===== src/rtl/tea_pkg.sv =====
// Shared constants, state type and round mixing function for the iterative TEA engine.
package tea_pkg;

  localparam logic [31:0] DELTA            = 32'h9e37_79b9;
  localparam logic [31:0] DECRYPT_SUM_0    = 32'hc6ef_3720;
  localparam logic [63:0] PDF_PLAIN_HEADER = 64'h2550_4446_2D31_2E36;

  typedef enum logic [1:0] {
    IDLE = 2'd0,
    RUN  = 2'd1,
    DONE = 2'd2
  } tea_state_e;

  // TEA Feistel function: ((v<<4)+ka) ^ (v+s) ^ ((v>>5)+kb), all modulo 2^32.
  function automatic logic [31:0] tea_mix(input logic [31:0] v, input logic [31:0] s,
                                          input logic [31:0] ka, input logic [31:0] kb);
    return ((v << 4) + ka) ^ (v + s) ^ ((v >> 5) + kb);
  endfunction

  function automatic logic [31:0] decrypt_start_sum(input int unsigned rounds);
    return DELTA * rounds;
  endfunction

endpackage


===== src/rtl/tea_round_comb.sv =====
// Combinational single TEA round, encrypt or decrypt, including the running sum update.
module tea_round_comb
  import tea_pkg::*;
(
  input  logic [31:0]  v0_i,
  input  logic [31:0]  v1_i,
  input  logic [31:0]  sum_i,
  input  logic [127:0] key_i,
  input  logic         encrypt_i,
  output logic [31:0]  v0_o,
  output logic [31:0]  v1_o,
  output logic [31:0]  sum_o
);

  logic [31:0] k0_s, k1_s, k2_s, k3_s;
  logic [31:0] enc_sum_s, enc_v0_s, enc_v1_s;
  logic [31:0] dec_sum_s, dec_v0_s, dec_v1_s;

  assign k0_s = key_i[127:96];
  assign k1_s = key_i[95:64];
  assign k2_s = key_i[63:32];
  assign k3_s = key_i[31:0];

  // Encrypt adds DELTA before the round; decrypt uses the current sum and subtracts after.
  assign enc_sum_s = sum_i + DELTA;
  assign enc_v0_s  = v0_i + tea_mix(v1_i, enc_sum_s, k0_s, k1_s);
  assign enc_v1_s  = v1_i + tea_mix(enc_v0_s, enc_sum_s, k2_s, k3_s);

  assign dec_v1_s  = v1_i - tea_mix(v0_i, sum_i, k2_s, k3_s);
  assign dec_v0_s  = v0_i - tea_mix(dec_v1_s, sum_i, k0_s, k1_s);
  assign dec_sum_s = sum_i - DELTA;

  // Direction select.
  always_comb begin
    v0_o  = dec_v0_s;
    v1_o  = dec_v1_s;
    sum_o = dec_sum_s;
    if (encrypt_i) begin
      v0_o  = enc_v0_s;
      v1_o  = enc_v1_s;
      sum_o = enc_sum_s;
    end else begin
      v0_o  = dec_v0_s;
      v1_o  = dec_v1_s;
      sum_o = dec_sum_s;
    end
  end

endmodule


===== src/rtl/tea_iter_engine.sv =====
// Iterative TEA engine: one round per enabled clock, valid/ready in and out.
// Optional header comparator flag built only when TEA_HDR_MATCH_EN is defined.
module tea_iter_engine
  import tea_pkg::*;
#(
  parameter int unsigned ROUNDS = 32
) (
  input  logic         clk,
  input  logic         rst,
  input  logic         ena,
  input  logic         in_valid,
  output logic         in_ready,
  input  logic         encrypt,
  input  logic [63:0]  in_block,
  input  logic [127:0] key,
  output logic         out_valid,
  input  logic         out_ready,
  output logic [63:0]  out_block,
  output logic         hdr_match
);

  localparam logic [31:0] DEC_SUM_START = decrypt_start_sum(ROUNDS);
  localparam logic [5:0]  LAST_CNT      = 6'(ROUNDS - 1);

  tea_state_e   state_q, state_d;
  logic [31:0]  v0_q, v0_d, v1_q, v1_d, sum_q, sum_d;
  logic [127:0] key_q, key_d;
  logic         enc_q, enc_d;
  logic [5:0]   cnt_q, cnt_d;
  logic         out_valid_q, out_valid_d;
  logic [63:0]  out_block_q, out_block_d;
  logic [31:0]  r_v0_s, r_v1_s, r_sum_s;
  logic         last_round_s, retire_s;

  tea_round_comb u_round (
    .v0_i      (v0_q),
    .v1_i      (v1_q),
    .sum_i     (sum_q),
    .key_i     (key_q),
    .encrypt_i (enc_q),
    .v0_o      (r_v0_s),
    .v1_o      (r_v1_s),
    .sum_o     (r_sum_s)
  );

  assign in_ready     = (state_q == IDLE);
  assign out_valid    = out_valid_q;
  assign out_block    = out_block_q;
  assign last_round_s = (state_q == RUN) && (cnt_q == LAST_CNT);
  assign retire_s     = (state_q == DONE) && out_ready;

  // Next-state and datapath update; registers hold unless the FSM says otherwise.
  always_comb begin
    state_d     = state_q;
    v0_d        = v0_q;
    v1_d        = v1_q;
    sum_d       = sum_q;
    key_d       = key_q;
    enc_d       = enc_q;
    cnt_d       = cnt_q;
    out_valid_d = out_valid_q;
    out_block_d = out_block_q;
    case (state_q)
      IDLE: begin
        if (in_valid) begin
          v0_d    = in_block[31:0];
          v1_d    = in_block[63:32];
          key_d   = key;
          enc_d   = encrypt;
          sum_d   = encrypt ? 32'h0000_0000 : DEC_SUM_START;
          cnt_d   = 6'd0;
          state_d = RUN;
        end else begin
          state_d = IDLE;
        end
      end
      RUN: begin
        v0_d  = r_v0_s;
        v1_d  = r_v1_s;
        sum_d = r_sum_s;
        cnt_d = cnt_q + 6'd1;
        if (last_round_s) begin
          state_d     = DONE;
          out_valid_d = 1'b1;
          out_block_d = {r_v1_s, r_v0_s};
        end else begin
          state_d = RUN;
        end
      end
      DONE: begin
        if (out_ready) begin
          state_d     = IDLE;
          out_valid_d = 1'b0;
        end else begin
          state_d = DONE;
        end
      end
      default: begin
        state_d     = IDLE;
        out_valid_d = 1'b0;
      end
    endcase
  end

  // State and datapath registers, frozen while ena is low.
  always_ff @(posedge clk or negedge rst) begin
    if (!rst) begin
      state_q     <= IDLE;
      v0_q        <= 32'h0000_0000;
      v1_q        <= 32'h0000_0000;
      sum_q       <= 32'h0000_0000;
      key_q       <= 128'h0;
      enc_q       <= 1'b0;
      cnt_q       <= 6'd0;
      out_valid_q <= 1'b0;
      out_block_q <= 64'h0;
    end else if (ena) begin
      state_q     <= state_d;
      v0_q        <= v0_d;
      v1_q        <= v1_d;
      sum_q       <= sum_d;
      key_q       <= key_d;
      enc_q       <= enc_d;
      cnt_q       <= cnt_d;
      out_valid_q <= out_valid_d;
      out_block_q <= out_block_d;
    end
  end

`ifdef TEA_HDR_MATCH_EN
  logic hdr_match_q;

  // Header flag loads alongside out_block on entry to DONE and clears on retire.
  always_ff @(posedge clk or negedge rst) begin
    if (!rst) begin
      hdr_match_q <= 1'b0;
    end else if (ena) begin
      if (last_round_s) begin
        hdr_match_q <= ({r_v1_s, r_v0_s} == PDF_PLAIN_HEADER);
      end else if (retire_s) begin
        hdr_match_q <= 1'b0;
      end
    end
  end

  assign hdr_match = hdr_match_q;
`else
  assign hdr_match = 1'b0;
`endif

endmodule


===== config.mk =====
export PLATFORM = sky130hd
export DESIGN_NAME = tea_iter_engine
export DESIGN_NICKNAME = d
export VERILOG_FILES = /design/src/rtl/tea_pkg.sv /design/src/rtl/tea_round_comb.sv /design/src/rtl/tea_iter_engine.sv
export SDC_FILE = /design/constraint.sdc
export NUM_CORES = 2
export LEC_CHECK = 0
export CAP_MARGIN = 15
export CORE_ASPECT_RATIO = 1.4
export CORE_MARGIN = 5
export CORE_UTILIZATION = 38
export DETAILED_ROUTE_END_ITERATION = 8
export GPL_ROUTABILITY_DRIVEN = 0
export HOLD_SLACK_MARGIN = 0.05
export SETUP_SLACK_MARGIN = 0.05
export SLEW_MARGIN = 20
export SYNTH_ARGS = -nofsm -noshare
export SYNTH_HDL_FRONTEND = slang
export SYNTH_SLANG_ARGS = --single-unit
export TNS_END_PERCENT = 20

===== constraint.sdc =====
create_clock -name clk -period 12.5 [get_ports clk]
set_clock_uncertainty 0.1 [all_clocks]
set_input_delay 2.5 -clock clk [delete_from_list [all_inputs] [get_ports clk]]
set_output_delay 2.5 -clock clk [all_outputs]
set_load 0.03 [all_outputs]

==> results.cfg <==
[routing]
drc = 0
wirelength_um = 146900
vias_per_cell = 5.683
routedWlPerCell_um = 23.76
postRouteAntennaNets = 0
num_vias = 35140
drtIter0Drc = 2740
dr.pass1.iters = 8

[synthesis]
synth_fa_ha_area_share_pct = 17.27
synth.cell_area_mm2 = 0.03692
synth_area_per_cell_um2 = 7.941
synth_cell_type_count = 92
synth.net_count = 5347
synth_top_family_by_area = compound AO/OA/AOI/OAI gates
ys_seq_elements = 298
synth-simple-area-share_pct = 16.68
synth_compound_area_share_pct = 24.81
synth-xor-area-share_pct = 17.66
netlist.area_leader.share_pct = 20.20
async_flop_share_pct = 100.0
synth_sequential_area_ratio_pct = 20.20
yosysWarnings = 0
synthCells = 4649
synthMuxAreaShare_pct = 0.7931
yosysTopAreaCell = dfrtp_1
synthFlopType = dfrtp_1
yosys-top-cells-area = dfrtp_1 20%, ha_1 16%, xnor2_1 15%, nand2_1 7.3%, a21oi_1 5.6%
synth_edf_count = 0

[min_path]
hp-class = reg2reg
min_from = out_block[43]
holdPathStages = 2
whs_endpoint = out_block[43]

[clock_network]
cts_buffers = 37
root_buffer = clkbuf_16
hold_buffers = 0
clk_pin_slew_worst_paths_ns = 0.07
cts_tree = built
cts.repair.resized = 0
post_cts_buffers = 0
htreeDepth = 2
clk_path_buf_depth = 3
clk_latency_ns = 0.60
numClockSinks = 298

[critical_path]
r2r_start = sum_q[1]
start_kind = flip-flop
reg2reg_to = out_block[63]
r2r.worst_path.cells = 45
worstPathArrival_ns = 12.01
cp_top_family = compound AO/OA/AOI/OAI gates
critical-path-max-stage-delay_ns = 0.64
path_max_fanout = 7
r2r_slack_ns = 0.88
cp.buffers_inverters = 2
end_kind = flip-flop
crit_type = reg2reg
cpMostUsedCell = xnor2_1
slowest_stage = a2111oi_0
cp.required_ns = 12.89

[global_routing]
grtUsageTotal_pct = 27.32
antenna_found_initial = 2
grt_max_degree = 137
grt_pass1_wl_um = 213700
grt_pass1_vias = 33660
grt_overflow_total = 0

[floorplan]
die_h_um = 378.8
io_pins = 265
die_area_mm2 = 0.1036
rows = 135
fp.dieW_um = 273.4
initial_core_util_pct = 38.21
coreArea_mm2 = 0.09662

[final_layout]
final_area_mm2 = 0.04217
seq_area_mm2 = 0.007461
antennaDiodeCount = 0
multiInputGateArea_mm2 = 0.02857
drive_above_1_share_pct = 2.929
final_nets = 5557
syn_to_final_growth_pct = 14.23
fill_cells = 9893

[placement]
dpl_cell_area_mm2 = 0.04101
dpl.hpwl_um = 120300
numPortBuffers = 263

[sta]
fin_tns_setup_ns = 0
clock.fmax_mhz = 86.03
drv_slew = 0
rsz0062_at_grt = false
finalSetupViolCount = 0
worst_slew_pin_slew_ns = 0.9797
slew_headroom_pct = 34.69
finalCritPeriodShare_pct = 93.00
period_minus_slack_ns = 11.62
hold_violations = 0

[job]
drv_cap = 0

[run_status]
status = finished clean
## cell usage after synthesis (30+ instances only)
library cell / instances
a21o_1: 254
a21oi_1: 416
a22oi_1: 36
a31oi_1: 36
and3_1: 33
clkbuf_1: 110
dfrtp_1: 298
ha_1: 484
inv_1: 129
nand2_1: 722
nand2b_1: 59
nand3_1: 70
nand4_1: 30
nor2_1: 275
nor2b_1: 55
nor3_1: 55
o21a_1: 56
o21ai_0: 281
o21ai_1: 51
o21bai_1: 44
o31ai_1: 31
xnor2_1: 612
xor2_1: 123
## logic make-up after synthesis
logic type / after synthesis
buf+inv: 252
simple gates: 1397
compound gates: 1433
other cells: 1
fa+ha+maj: 500
mux: 29
xor+xnor: 739
flops: 298
## layout by cell type (no fill, tap or decap), drive strengths merged, types with 30 or more instances in the layout
cell           synthesis  routed
nor2                 275     275
nand3                 70      70
and2                  31      31
nand4                 30      30
dfrtp                298     298
o21ai                334     334
nand2b                59      59
o21a                  56      56
buf                   12      31
nand2                722     722
o31ai                 31      31
xnor2                613     613
and3                  33      33
a22oi                 36      36
nor2b                 55      55
inv                  130     132
a21oi                417     417
a21o                 255     255
nor3                  56      56
clkbuf               110      42
a31oi                 37      37
clkdlybuf4s50          0     262
o21bai                44      44
ha                   484     484
xor2                 123     123
## layer usage
metal / track usage [%] / vias to the layer above / part of all wire [%]
met5: 0 / - / 0.0088
met4: 23.44 / 2 / 11
met2: 46.90 / 1313 / 47
li1: - / 17000 / -
met1: 30.17 / 16380 / 37
met3: 2.668 / 450 / 4.9
## flip-flops by register name, indices dropped and copies added (netlist names)
name       count
key_q        128
v0_q          32
sum_q         32
state_q        2
v1_q          32
out_block     64
enc_q          1
cnt_q          6
out_valid      1
## worst max-delay path by stage
stage | slack (ns) | from | to | depth (start not counted)
global placement | 1.25 | sum_q[1] | out_block[63] | 43
CTS | 1.03 | sum_q[4] | out_block[63] | 43
global route | 0.28 | sum_q[1] | out_block[63] | 45
finish | 0.88 | sum_q[1] | out_block[63] | 45
detailed placement | 1.10 | sum_q[1] | out_block[63] | 45
floorplan | 3.20 | sum_q[4] | out_block[63] | 44
## worst reg2reg max path: cells and delay by family, from the launching register on
kind                     cells  cell delay [ns]
flip-flops                   1             0.53
AND/OR/NAND/NOR             12             2.38
adder cells (fa/ha/maj)      5             1.65
XOR/XNOR                     9             2.45
AO/OA/AOI/OAI               17             4.23
buffers and inverters        2             0.20
## stage by stage
stage | hold slack [ns] | instances | utilization, % | setup WS [ns]
after floorplan | 0.3652 | 4649 | - | 3.204
after global placement | 0.3605 | 6121 | 42.45 | 1.248
after detailed placement | 0.3642 | 6121 | 42.45 | 1.099
after CTS | 0.3796 | 6183 | 43.64 | 1.030
after global routing | 0.4086 | 6183 | 43.65 | 0.2844
final | 0.3745 | 6183 | 43.65 | 0.8756
## area by class of cell
cell class	count	area share [%]
clock buffers	42	2.288
clock inverters	20	0.4451
inverters	130	1.157
multi-input cells	4099	67.74
flip-flops and latches	298	17.69
well taps	1301	3.860
repair buffers	293	6.818
Power is not shown: default switching activity piles up to over one toggle a cycle in this logic, so the estimate is an artifact.
